<file path="config.mk">
export PLATFORM = sky130hd
export DESIGN_NAME = icache_fill_controller
export DESIGN_NICKNAME = d
export VERILOG_FILES = /design/src/rtl/icache_fill_controller_pkg.sv /design/src/rtl/icache_tag_data_array.sv /design/src/rtl/icache_fill_controller.sv
export SDC_FILE = /design/constraint.sdc
export NUM_CORES = 1
export LEC_CHECK = 0
export CELL_PAD_IN_SITES_DETAIL_PLACEMENT = 0
export CELL_PAD_IN_SITES_GLOBAL_PLACEMENT = 2
export CORE_MARGIN = 2
export CORE_UTILIZATION = 41
export CTS_CLUSTER_SIZE = 40
export DETAILED_ROUTE_END_ITERATION = 7
export HOLD_SLACK_MARGIN = 0.08
export PLACE_DENSITY = 0.75
export SLEW_MARGIN = 20
export SYNTH_ARGS = -nofsm -noshare
export SYNTH_HDL_FRONTEND = slang
export SYNTH_SLANG_ARGS = --single-unit
</file>
<file path="constraint.sdc">
create_clock -name clock -period 50.3 [get_ports clock]
set_input_delay 12.575 -clock clock [delete_from_list [all_inputs] [get_ports clock]]
set_output_delay 12.575 -clock clock [all_outputs]
set_load 0.005 [all_outputs]
</file>
<file path="src/rtl/icache_fill_controller_pkg.sv">
// Shared types and field widths for the instruction-cache fill controller.
package icache_fill_controller_pkg;

  typedef enum logic [1:0] {
    IDLE,
    MEM_READ,
    UPDATE
  } state_t;

  localparam int unsigned OFFSET_BITS   = 4;
  localparam int unsigned WORD_SEL_BITS = 2;
  localparam int unsigned BLOCK_BITS    = 128;
  localparam logic [31:0] NOP_WORD      = 32'h0000_0013;

endpackage

</file>
<file path="src/rtl/icache_tag_data_array.sv">
// Direct-mapped valid/tag/data storage: combinational read, single write port,
// synchronous active-low clear of all valid bits.
module icache_tag_data_array
  import icache_fill_controller_pkg::*;
#(
  parameter int unsigned INDEX_BITS = 3,
  parameter int unsigned TAG_BITS   = 25
) (
  input  logic                  clock,
  input  logic                  clear_n,
  input  logic [INDEX_BITS-1:0] rd_index,
  output logic                  rd_valid,
  output logic [TAG_BITS-1:0]   rd_tag,
  output logic [BLOCK_BITS-1:0] rd_data,
  input  logic                  wr_en,
  input  logic [INDEX_BITS-1:0] wr_index,
  input  logic [TAG_BITS-1:0]   wr_tag,
  input  logic [BLOCK_BITS-1:0] wr_data
);

  localparam int unsigned SETS = 1 << INDEX_BITS;

  logic [SETS-1:0]       valid;
  logic [TAG_BITS-1:0]   tags [SETS];
  logic [BLOCK_BITS-1:0] data [SETS];

  // Clear has priority so a line written on the same edge ends up invalid.
  always_ff @(posedge clock) begin
    if (!clear_n) begin
      valid <= '0;
    end else if (wr_en) begin
      valid[wr_index] <= 1'b1;
    end
  end

  always_ff @(posedge clock) begin
    if (wr_en) begin
      tags[wr_index] <= wr_tag;
      data[wr_index] <= wr_data;
    end
  end

  assign rd_valid = valid[rd_index];
  assign rd_tag   = tags[rd_index];
  assign rd_data  = data[rd_index];

endmodule

</file>
<file path="src/rtl/icache_fill_controller.sv">
// Direct-mapped instruction cache front end: hit detection, 4-word block refill
// FSM over a read/busywait memory handshake, invalidate and miss counter.
module icache_fill_controller #(
  parameter int unsigned INDEX_BITS = 3,
  parameter logic [31:0] NOP_WORD   = icache_fill_controller_pkg::NOP_WORD
) (
  input  logic         clock,
  input  logic         reset,
  input  logic [31:0]  address,
  output logic [31:0]  instruction,
  output logic         busywait,
  input  logic         invalidate,
  output logic         mem_read,
  output logic [27:0]  mem_address,
  input  logic [127:0] mem_readdata,
  input  logic         mem_busywait,
  output logic [31:0]  miss_count
);

  import icache_fill_controller_pkg::*;

  localparam int unsigned TAG_BITS = 28 - INDEX_BITS;

  state_t                   state;
  logic                     pending_inval;
  logic [BLOCK_BITS-1:0]    fill_block;
  logic [TAG_BITS-1:0]      req_tag;
  logic [INDEX_BITS-1:0]    req_index;
  logic [WORD_SEL_BITS-1:0] word_sel;
  logic                     line_valid;
  logic [TAG_BITS-1:0]      line_tag;
  logic [BLOCK_BITS-1:0]    line_data;
  logic                     hit;
  logic                     start_fill;
  logic                     fill_write;
  logic                     valid_clear_n;
  logic                     unused_addr_bits;

  assign req_tag          = address[31 -: TAG_BITS];
  assign req_index        = address[OFFSET_BITS +: INDEX_BITS];
  assign word_sel         = address[OFFSET_BITS-WORD_SEL_BITS +: WORD_SEL_BITS];
  assign unused_addr_bits = ^address[1:0];

  // mem_address doubles as the latched {tag, index} of the block being filled.
  icache_tag_data_array #(
    .INDEX_BITS(INDEX_BITS),
    .TAG_BITS  (TAG_BITS)
  ) u_array (
    .clock   (clock),
    .clear_n (valid_clear_n),
    .rd_index(req_index),
    .rd_valid(line_valid),
    .rd_tag  (line_tag),
    .rd_data (line_data),
    .wr_en   (fill_write),
    .wr_index(mem_address[INDEX_BITS-1:0]),
    .wr_tag  (mem_address[27 -: TAG_BITS]),
    .wr_data (fill_block)
  );

  always_comb begin
    hit           = line_valid && (line_tag == req_tag) && (state == IDLE) && !invalidate;
    start_fill    = reset && (state == IDLE) && !hit && !invalidate;
    busywait      = reset && !hit;
    instruction   = hit ? line_data[{word_sel, 5'd0} +: 32] : NOP_WORD;
    fill_write    = (state == UPDATE);
    // An invalidate seen during a refill is deferred to the UPDATE->IDLE edge.
    valid_clear_n = !(!reset
                      || ((state == IDLE) && invalidate)
                      || ((state == UPDATE) && (pending_inval || invalidate)));
  end

  always_ff @(posedge clock) begin
    if (!reset) begin
      state         <= IDLE;
      mem_read      <= 1'b0;
      mem_address   <= '0;
      miss_count    <= '0;
      pending_inval <= 1'b0;
    end else begin
      case (state)
        IDLE: begin
          if (start_fill) begin
            mem_read    <= 1'b1;
            mem_address <= {req_tag, req_index};
            miss_count  <= miss_count + 32'd1;
            state       <= MEM_READ;
          end
        end
        MEM_READ: begin
          if (invalidate) begin
            pending_inval <= 1'b1;
          end
          if (!mem_busywait) begin
            fill_block <= mem_readdata;
            mem_read   <= 1'b0;
            state      <= UPDATE;
          end
        end
        UPDATE: begin
          pending_inval <= 1'b0;
          state         <= IDLE;
        end
        default: begin
          mem_read <= 1'b0;
          state    <= IDLE;
        end
      endcase
    end
  end

endmodule

</file>
Word-level counts from Yosys, hierarchy flattened --
Memory sizes are Yosys's and may differ from the RTL's. Cells that the tools add are included.
Word-level totals: register bits 200, bits in latches 0, memory bits (writable) 1224, ROM bits 0, input port bits 164, output and inout port bits 94, logic and storage cells 61, memories kept 2
Operators by class: add/subtract/negate cells 1, multiply operators 0, div/mod/pow operators 0, magnitude comparators 3, eq/ne operators 6, shift operators 1, multiplexer cells 15, bitwise logic cells 3, reductions and logical operators 23
Memories:
- u_array.data | words 8, bits a word 128, rd ports 1, clocked after Yosys merged registers in 0, wr ports 1, RTL line icache_tag_data_array.sv:25 | logic [BLOCK_BITS-1:0] data [SETS];
- u_array.tags | words 8, bits a word 25, rd ports 1, clocked after Yosys merged registers in 0, wr ports 1, RTL line icache_tag_data_array.sv:24 | logic [TAG_BITS-1:0] tags [SETS];
Operator list (number):
- 128-bit by 8-bit indexed part select with 32-bit output | 1
- 32-bit by 1-bit adder with 32-bit output, second input constant | 1
- 32-bit 2-to-1 mux | 1
- 25-bit equality test | 1
- 1-bit logical AND | 10
- 3-bit by 4-bit less-than comparator with 1-bit output, second input constant | 2
- 8-bit OR | 1
- 1-bit 2-to-1 mux | 7
- 2-bit != test, second input constant | 3
- 2-bit AND reduction | 3
- 3-bit AND reduction | 2
- 2-bit 2-to-1 mux | 2
- 2-bit one-hot mux with 2 select lines | 1
- 1-bit binary-select mux with 3-bit select | 1
- 1-bit demux with 3-bit select | 1
- 3-bit by 1-bit >= comparator with 1-bit output, second input constant | 1
- 1-bit logical NOT | 3
- 1-bit logical OR | 3
- 1-bit one-hot mux with 3 select lines | 1
- 2-bit by 1-bit equality test with 1-bit output, second input constant | 1
- 2-bit equality test, second input constant | 1
- 2-bit logical NOT | 1
- 1-bit inverter | 2
- 1-bit one-hot mux with 2 select lines | 1
- 2-bit nonzero test | 1

Depth between registers and ports, before layout --
word-level depth 10, depth in mapped cells 14, gate-level depth less buffers 8

Modules after synthesis --
A second synthesis with hierarchy kept.
Unflattened totals: cells, all modules 2369, area, all modules 54104.4 um^2
By module, submodules not included:
- icache_tag_data_array | times used 1, cells an instance 1796, area each 46213.1 um^2, sequential area each 36915.4 um^2
- icache_fill_controller | times used 1, cells an instance 573, area each 7891.3 um^2, sequential area each 5124.9 um^2

Worst setup path before layout --
No wires, ideal clock.
path kind in2out, start point input address[4], end point output instruction[0], data arrival time 14.986 ns, data required time 37.725 ns, path slack 22.739 ns, cell stages on the path 10, buffers on the path 6, cells stage by stage buf_6 buf_12 buf_6 buf_2 buf_2 buf_2 mux4_2 mux4_2 mux2i_1 nand2_1
On the way: cells in the longest elaborated chain, start to end 6, elaborated cells on any way between the ends 10, those cells by class 1 x eq/ne; 1 x shift; 3 x mux; 3 x reduce/logical; 2 x memory
Ends and longest elaborated chain:
- start: declaration | RTL line icache_fill_controller.sv:9 | input logic [31:0] address,
- parallel branches: the longest is 5 deep, another holds memory read 8 x 128 bit
- 32-bit 2-to-1 mux * | RTL line icache_fill_controller.sv:65 | instruction = hit ? line_data[{word_sel, 5'd0} +: 32] : NOP_WORD;
- end: declaration | RTL line icache_fill_controller.sv:10 | output logic [31:0] instruction,
Mark *: on every way between the ends. The select of a mux whose other input is x is not followed.

Worst setup path in the final report --
start point input address[4], end point output instruction[17]
The elaborated chain is that of the path after synthesis.

==> flow_summary.yaml <==
power:
  p_int_w: 0.00196
  p_leak_nw: 19.9
  power_frac_comb_pct: 4.0
  pwr_density_cell_nw_per_um2: 39.0
  p_sw_share_pct: 20.4
  vdd_ir_drop_max_uv: 34.3
  clock_power_share_pct: 42.9
  pwr-share-seq_pct: 53.1
  p_switching_w: 0.000502
synth:
  yosysTopAreaCell: "edfxtp_1"
  synth.area.top_cells: "edfxtp_1 75%, mux4_2 15%, dfxtp_1 2.7%"
  yosysUniqueCellTypes: 52
  synth_flop_cell: "edfxtp_1"
  ys_warn_count: 0
  syn-cell-area_sq_um: 53800
  async_reset_ff_share_pct: 0
  syn-instance-count: 2365
  yosysSeqAreaShare_pct: 78.1
  syn_area_per_cell_sq_um: 22.8
  synthDominantCellAreaShare_pct: 75.5
  syn_nets: 2530
  ys_ff_latch: 1424
  synth_edf_count: 1352
die:
  core_area_sq_um: 130000
  io_pins: 258
  std_cell_rows: 132
  dieArea_sq_um: 134000
  initial_core_util_pct: 41.4
  die_h_microns: 366
  die_w_microns: 366
clock_network:
  cts_resized: 0
  hold_buffers: 0
  htree_levels: 4
  cts_tree: "done"
  cts-buffers-inserted: 150
  path_clk_slew_ps: 50
  cts_root_buf: "clkbuf_16"
  worstSkewPairLatency_ps: 790
  cts.sinks: 1424
  cts_setup_buffers: 0
  clockBufferDepth: 3
global_routing:
  grt_pass1_wl_microns: 174000
  antenna_found_initial: 6
  grt_util_all_layers_pct: 17.6
  grt_pass1_vias: 26300
  grt.overflow.total: 0
  grt_max_degree: 129
flow_run:
  cap_violations: 0
sta:
  min_period_over_period_pct: 60.0
  finalMaxSlewViolations: 0
  tns_ps: 0
  tightest_slew_ps: 1030
  finalCriticalPeriod_ps: 30180
  grt_setup_unrepaired: "false"
  worst_slack_ps: 20120
  fin_skew_ps: 51.1
  relSlewSlack_pct: 31.3
  setup_viol: 0
  hold_viol: 0
  max_freq_ghz: 0.0331
setup_path:
  timing_worst_setup_path_type: "input port to primary output"
  r2r_cells: 5
  crit_top_cell: "buf_4"
  r2r_start: "state[1]"
  cp.required_ps: 37720
  crit_arrival_ps: 17610
  crit_cells: 10
  crit_start: "address[4]"
  critPathLaunchType: "input port"
  cp_cell_sequence: "buf_8, buf_16, buf_4, buf_4, buf_4, mux4_2, mux4_2, mux2i_1, nor2_1, clkdlybuf4s50_1"
  end_kind: "primary output"
  cpPeakStageDelay_ps: 830
  crit_buf_inv: 6
  cp_top_family: "buffers and inverters"
  crit_fanout: 55
  crit_path_top_delay_cell: "buf_4"
cells_and_area:
  nNetsFinal: 2860
  fin_cells: 4562
  syn2layout_area_growth_pct: 17.4
  drive_gt1_share_pct: 23.2
  final_util_pct: 48.7
drt:
  final_antenna_net_count: 0
  first_iter_violations: 2062
  drt-total-wl_microns: 117000
  drc_errors: 0
  vias: 24900
  wl_per_cell_microns: 25.7
  dr.pass1.iters: 5
  via_per_inst: 5.47
status:
  status: "complete, no violations"
placement:
  dp_hpwl_microns: 63500
  pre_cts_slack_ps: 19810
  gp_congestion: 0.733
  portBuffers: 255
  placed_cells: 4283
min_path:
  hold_start: "miss_count[31]"
  hold-path-cell-count: 2
  hold_path_class: "register to register"
-- routing by layer --
layer | vias up | track usage (%) | wire length [microns]
li1 | 10600 | - | -
met1 | 13400 | 24.9 | 51500
met2 | 828 | 28.0 | 56100
met3 | 161 | 3.77 | 7540
met4 | 0 | 4.80 | 2230
met5 | - | 0 | 0
-- cell families (layout without fill, tap and decap cells) --
logic type               count (synthesis)  count (layout)  synth area share (%)
AND/OR/NAND/NOR                        244             244                  2.27
other                                    0               1                     0
XOR/XNOR                                19              19                 0.309
buffers and inverters                  137             591                  1.26
adder cells (fa/ha/maj)                  1               1                0.0233
AO/OA/AOI/OAI                           74              74                 0.884
flip-flops                            1424            1424                  78.1
multiplexers                           466             466                  17.1
-- power by group through the flow --
| stage | Clock, W | Sequential (W) | Combinational, W |
|---|---|---|---|
| 2_1_floorplan | 0 | 0.00133 | 0.0000622 |
| 3_3_place_gp | 0 | 0.00133 | 0.000100 |
| 3_5_place_dp | 0 | 0.00133 | 0.000101 |
| 4_1_cts | 0.00108 | 0.00131 | 0.000101 |
| 5_1_grt | 0.00113 | 0.00131 | 0.000106 |
| 6_report | 0.00106 | 0.00131 | 0.0000990 |
-- sequential cells by signal, indices dropped and copies added (netlist names) --
| signal | flops |
|---|---|
| state | 2 |
| u_array.data | 1024 |
| u_array.valid | 8 |
| mem_address | 28 |
| pending_inval | 1 |
| miss_count | 32 |
| mem_read | 1 |
| fill_block | 128 |
| u_array.tags | 200 |
-- layout make-up --
type,count,area [sq um]
tap,1742,2180
sequential,1424,42000
clock buffer,191,3980
multi-input combinational,804,11200
timing repair buffer,298,2950
fill,10400,66700
clock inverter,85,786
antenna,1,2.50
inverter,17,63.8
-- through the flow --
step	total power (W)	hold slack, ps	cell area, sq um
after floorplan	0.00139	435	53800
final	0.00246	475	63200
after global placement	0.00143	443	58300
after CTS	0.00249	473	63100
after detailed placement	0.00143	457	58300
after global routing	0.00254	491	63200
-- cells in the final DEF (no fill, tap or decap), drive strengths merged, types with 2 or more instances in the layout --
cell and count:
edfxtp 1352, mux4 362, clkdlybuf4s50 249, clkbuf 192, mux2i 90, nand2 82
dfxtp 72, clkinv 67, nor2 56, buf 48, a21oi 29, inv 21
nand3 18, nand4 17, xor2 14, mux2 14, and3 14, nand2b 13
a31o 10, or4 10, o31ai 9, bufinv 9, o21ai 8, o22ai 7
nor3 7, xnor2 5, or3 5, and4 5, clkinvlp 5, a21o 3
nor4b 3, and2 3, nand3b 2, nor2b 2, o21a 2, nor4 2
-- cells in the mapped netlist, types with 2 or more instances --
master and instances:
nand2_1 82, nor2b_1 2, nor3_1 7, nand3_1 17, and4_1 5, nor4b_1 2
mux2i_1 90, mux4_2 362, mux2_2 14, nand3b_1 2, buf_2 32, and2_1 3
buf_6 10, o21ai_0 5, a31o_2 10, a21o_1 3, o22ai_1 7, nor2_1 56
nand2b_1 13, dfxtp_1 72, xor2_1 14, or4_1 10, o21a_1 2, inv_1 17
buf_1 15, nand4_1 17, a21oi_1 29, buf_4 8, xnor2_1 5, and3_1 14
o21ai_1 3, edfxtp_1 1352, clkbuf_1 54, or3_1 5, o31ai_1 9
-- path summary, 6_finish.rpt --
check	end	slack [ps]
hold reg to reg	miss_count[31]	470
hold / removal	miss_count[31]	470
setup / recovery	instruction[17]	20120
setup reg to reg	u_array.data[6][21]	46320
-- worst min-delay path, cell delays in order, from the launching register on --
cell and delay, ps:
dfxtp_1 320, nand2_1 60, mux2i_1 50
(Power assumes the default switching activity.)
==> edit 1: new RTL, same settings <==
`INDEX_BITS` is set to 3 in 2 places; all go to 2.
--- a/src/rtl/icache_tag_data_array.sv
+++ b/src/rtl/icache_tag_data_array.sv
@@ -3,7 +3,7 @@
 module icache_tag_data_array
   import icache_fill_controller_pkg::*;
 #(
-  parameter int unsigned INDEX_BITS = 3,
+  parameter int unsigned INDEX_BITS = 2,
   parameter int unsigned TAG_BITS   = 25
 ) (
   input  logic                  clock,
--- a/src/rtl/icache_fill_controller.sv
+++ b/src/rtl/icache_fill_controller.sv
@@ -1,7 +1,7 @@
 // Direct-mapped instruction cache front end: hit detection, 4-word block refill
 // FSM over a read/busywait memory handshake, invalidate and miss counter.
 module icache_fill_controller #(
-  parameter int unsigned INDEX_BITS = 3,
+  parameter int unsigned INDEX_BITS = 2,
   parameter logic [31:0] NOP_WORD   = icache_fill_controller_pkg::NOP_WORD
 ) (
   input  logic         clock,
Check against the original RTL: not settled (the Yosys comparison gave no result); the edit may change what the design does.
==> edit 1 against the unedited design <==
Wire length shrank 44%. Clock skew shrank 0.031 ns. Synthesized cell count shrank 37%. Cell area shrank 41%. Total power shrank 43%. Worst setup slack gained 0.84 ns. Sequential cell count shrank 612. Via count shrank 40%. Area after synthesis shrank 43%.
==> edit 1: results (changes against the unedited design) <==
Final Hold Vio Count -> 0 (unchanged)
Total number of yosys warnings -> 0 (unchanged)
Post-CTS Resized -> 0 (unchanged)
WL met3 -> 3160 µm (-58%)
Met2 wire length -> 33,900 µm (-40%)
Slowest cell on the critical path -> buf_4
RD Place Congestion -> 0.733 (about the same)
Number of H-tree levels -> 3 (-1)
TritonCTS Buffers -> 85 (-43%)
Worst-case clock buffer depth -> 3 (unchanged)
Sequential element share of the synthesized area -> 77.1% (-1.0 points)
Post-synthesis mux area share -> 14.8% (-2.3 points)
Share of layout cells above drive strength 1 -> 18.3% (-4.9 points)
Syn Nets -> 1,647 (-35%)
Iteration count of the initial detailed-routing pass -> 5 (unchanged)
Rel. slew slack -> 27.7% (-3.6 points)
Lkg Pwr -> 11.6 nW (-42%)
First-pass GRT wire length -> 98,800 µm (-43%)
Final Net Count -> 1,937 (-32%)
CP peak stage delay -> 0.87 ns (+0.04 ns)
VDD IR max -> 0.0270 mV (-21%)
Final setup violation count -> 0 (unchanged)
Top cells by area, synth -> edfxtp_1 (73%), mux4_2 (13%), dfxtp_1 (4.4%)
Unique masters post-synth -> 49 (-5.8%)
Worst Path Max Fanout -> 69 (+25%)
Hold crit path type -> register to register
Clk root buf -> clkbuf_16
Initial antenna violation count -> 3 (-3)
Post-synthesis compound-gate area fraction -> 1.93% (+1.0 points)
Synth async-reset ratio -> 0% (unchanged)
EDFF count, synth -> 744 (-45%)
Via count -> 15,000 (-40%)
Overall routing resource usage -> 17.1% (-0.52 points)
Largest net degree at the start of global routing -> 129 (unchanged)
Postcts setup bufs -> 0 (unchanged)
Post-synth top cells -> edfxtp_1 (744), mux4_2 (180), nand2_1 (83)
Number of global-route vias before repair -> 15,900 (-40%)
Clock Skew -> 0.0204 ns (-0.0308 ns)
Routed Wire Length -> 65,600 µm (-44%)
Post-Synth Adder-Cell Area -> 0.0407% (+0.017 points)
Max Used Layer -> met5
Worst Path Arrival -> 16.77 ns (-0.84 ns)
DR iter-0 viols -> 894 (-57%)
CTS clk-pin slew, worst paths -> 0.06 ns
Clk Latency, worst-skew pair -> 0.63 ns (-0.16 ns)
Port bufs -> 255 (unchanged)
Largest regs -> u_array.data (512), fill_block (128), u_array.tags (104)
Metal-1 WL -> 27,300 µm (-47%)
Status -> complete, no violations
Largest register FFs -> 512 (-50%)
CP delay by family, top -> buffers and inverters
HPWL after DPL -> 36,400 µm (-43%)
Xor/xnor cell area share of the yosys netlist -> 0.570% (+0.26 points)
edit 1: final timing paths:
| check | startpoint | endpoint | slack, ns | cells after the start |
|---|---|---|---|---|
| worst max-delay path | address[4] | instruction[30] | 20.95 | 7 |
| worst min register to register | u_array.valid[1] | u_array.valid[1] | 0.48 | 2 |
| worst min-delay path | u_array.valid[1] | u_array.valid[1] | 0.48 | 2 |
| worst max register to register | u_array.tags[2][8] | mem_address[14] | 46.74 | 9 |
edit 1: routing by layer:
layer,GRT usage [%],vias to the layer above
li1,-,6689
met1,22.2,7854
met2,29.5,340
met3,3.06,78
met4,5.06,2
met5,0,-
edit 1: layout make-up:
cell class	count	area (µm²)
diodes	1	2.50
clock buffers	106	2230
clock inverters	44	373
fillers	6087	37300
inverters	6	22.5
multi-input cells	590	6710
flip-flops and latches	812	23700
well taps	969	1210
repair buffers	277	2730
edit 1: cells by family after synthesis:
| group | count (synthesis) |
|---|---|
| flops | 812 |
| simple gates | 247 |
| mux | 230 |
| compound gates | 92 |
| buf+inv | 80 |
| xor+xnor | 20 |
| fa+ha+maj | 1 |
edit 1: tightest hold or removal path: cells and delay by family (launching register included):
| family | cells | cell delay, ns |
|---|---|---|
| flip-flops | 1 | 0.32 |
| AND/OR/NAND/NOR | 2 | 0.13 |
edit 1: stage by stage:
stage	power (mW)	hold WS [ns]	cells	worst slack (ns)	area, µm²
2_1_floorplan	0.796	0.434	1482	22.75	30700
3_3_place_gp	0.824	0.451	2654	20.67	34400
3_5_place_dp	0.825	0.473	2654	20.68	34400
4_1_cts	1.41	0.485	2804	20.65	37000
5_1_grt	1.44	0.505	2805	20.45	37000
6_report	1.39	0.484	2805	20.95	37000
edit 1: power by group:
group / total, mW / switching (mW) / internal (mW)
logic: 0.0638 / 0.0289 / 0.0350
clock network: 0.582 / 0.251 / 0.331
registers: 0.745 / 0.00530 / 0.740
==> edit 2: new RTL, config.mk and constraints unchanged <==
Without the edit above. Put one more register stage on the output `miss_count`, without a reset. The value now appears one clock later. The other outputs are not delayed to match.
--- a/src/rtl/icache_fill_controller.sv
+++ b/src/rtl/icache_fill_controller.sv
@@ -20,6 +20,8 @@
   import icache_fill_controller_pkg::*;
 
   localparam int unsigned TAG_BITS = 28 - INDEX_BITS;
+
+  logic [31:0] miss_count_s0;
 
   state_t                   state;
   logic                     pending_inval;
@@ -75,7 +77,7 @@
       state         <= IDLE;
       mem_read      <= 1'b0;
       mem_address   <= '0;
-      miss_count    <= '0;
+      miss_count_s0 <= '0;
       pending_inval <= 1'b0;
     end else begin
       case (state)
@@ -83,7 +85,7 @@
           if (start_fill) begin
             mem_read    <= 1'b1;
             mem_address <= {req_tag, req_index};
-            miss_count  <= miss_count + 32'd1;
+            miss_count_s0 <= miss_count_s0 + 32'd1;
             state       <= MEM_READ;
           end
         end
@@ -109,5 +111,9 @@
     end
   end
 
+  always_ff @(posedge clock) begin
+    miss_count <= miss_count_s0;
+  end
+
 endmodule
 
Function: not settled (the Yosys comparison gave no result); the edit may change what the design does.
==> edit 2 against the unedited design <==
Sequential cell count grew 32. Area after synthesis grew 1.6%. Total power grew 1.8%. Critical path depth grew 2. Global-route usage grew 0.12 points. Wire length grew 2.7%. Cell count grew 1.3%. Worst setup slack lost 0.69 ns. Register-to-register slack gained 0.49 ns. Cell area grew 1.5%. Via count grew 0.48%. Largest cell class unchanged.
==> edit 2: results (changes against the unedited design) <==
Status -> complete, no violations
M3 GR Usage -> 3.58% (-0.19 points)
Syn Nets -> 2,576 (+1.8%)
Max Used Layer -> met5
Worst Path Max Fanout -> 99 (+80%)
Final Net Count -> 2,899 (+1.4%)
Worst-Margin Slew -> 1.09 ns (+0.0621 ns)
Sequential element share of the synthesized area -> 78.0% (-0.091 points)
Unique masters post-synth -> 48 (-7.7%)
Drt via density -> 5.42 (-0.82%)
RD Place Congestion -> 0.728 (-0.70%)
Grt met1 use -> 23.7% (-1.2 points)
First-pass GRT wire length -> 176,000 µm (+0.86%)
Routed Wire Length -> 121,000 µm (+2.7%)
Clock Skew -> 0.0251 ns (-0.0260 ns)
Initial antenna violation count -> 12 (+6)
Number of global-route vias before repair -> 26,200 (-0.41%)
Lkg Pwr -> 20.2 nW (+1.6%)
EDFF count, synth -> 1,352 (unchanged)
Post-synth top cells -> edfxtp_1 (1,352), mux4_2 (366), mux2i_1 (123)
Overall routing resource usage -> 17.8% (+0.12 points)
WL met3 -> 7760 µm (+3.0%)
Gate Count Post-Synth -> 2,411 (+1.9%)
Top cells by area, synth -> edfxtp_1 (74%), mux4_2 (15%), dfxtp_1 (3.8%)
Clk Latency, worst-skew pair -> 0.76 ns (-0.03 ns)
HPWL after DPL -> 65,000 µm (+2.5%)
TritonCTS Buffers -> 152 (+1.3%)
Largest net degree at the start of global routing -> 154 (+19%)
Metal-1 WL -> 49,900 µm (-3.1%)
Cells after DPL -> 4,348 (+1.5%)
Grt met2 use -> 29.5% (+1.5 points)
Met2 wire length -> 60,300 µm (+7.4%)
-- edit 2: cell types whose count changed after synthesis, sizes merged, moves of 10 or more --
cell    change
nand2b     +21
a31o       -10
inv        -16
nand2      +18
mux2i      +33
mux2       -13
dfxtp      +32
-- edit 2: worst max-delay path: stages --
cell and delay, ns:
buf_8 0.62, buf_12 0.68, buf_4 0.79, mux4_2 0.59
mux2i_1 0.21, xor2_1 0.39, o2111ai_1 0.18, nor2_1 0.13
nand4_1 0.35, buf_4 0.46, nor2_1 0.48, clkdlybuf4s50_1 0.59
-- edit 2: power by group --
part,internal [mW],leakage [nW],switching (mW)
Sequential,1.32,13.1,0.00890
Combinational,0.0527,4.75,0.0506
Clock,0.629,2.34,0.441
Total,2.00,20.2,0.500
-- edit 2: layout make-up --
type                            instances  area [µm²]
Clock buffer                          200        4140
Timing Repair Buffer                  291        2960
Multi-Input combinational cell        832       11500
Clock inverter                         69         619
Fill cell                           10600       68800
Sequential cell                      1456       42700
Antenna cell                            5        12.5
Inverter                                1        3.75
Tap cell                             1768        2210
-- edit 2: cells by family (layout without fill, tap and decap cells) --
family	count (synthesis)	in the layout	synth area share, %
fa+ha+maj	1	1	0.0229
compound gates	53	53	0.757
other cells	0	5	0
xor+xnor	23	23	0.368
flops	1456	1456	78.0
buf+inv	123	561	1.10
simple gates	265	265	2.37
mux	490	490	17.3
-- edit 2: final timing paths --
kind | start | endpoint | slack [ns] | cells after the start
max | address[4] | instruction[8] | 19.42 | 12
min | miss_count_s0[31] | miss_count[31] | 0.37 | 0
max reg2reg | u_array.tags[2][1] | state[0] | 46.81 | 9
min reg2reg | miss_count_s0[31] | miss_count[31] | 0.37 | 0
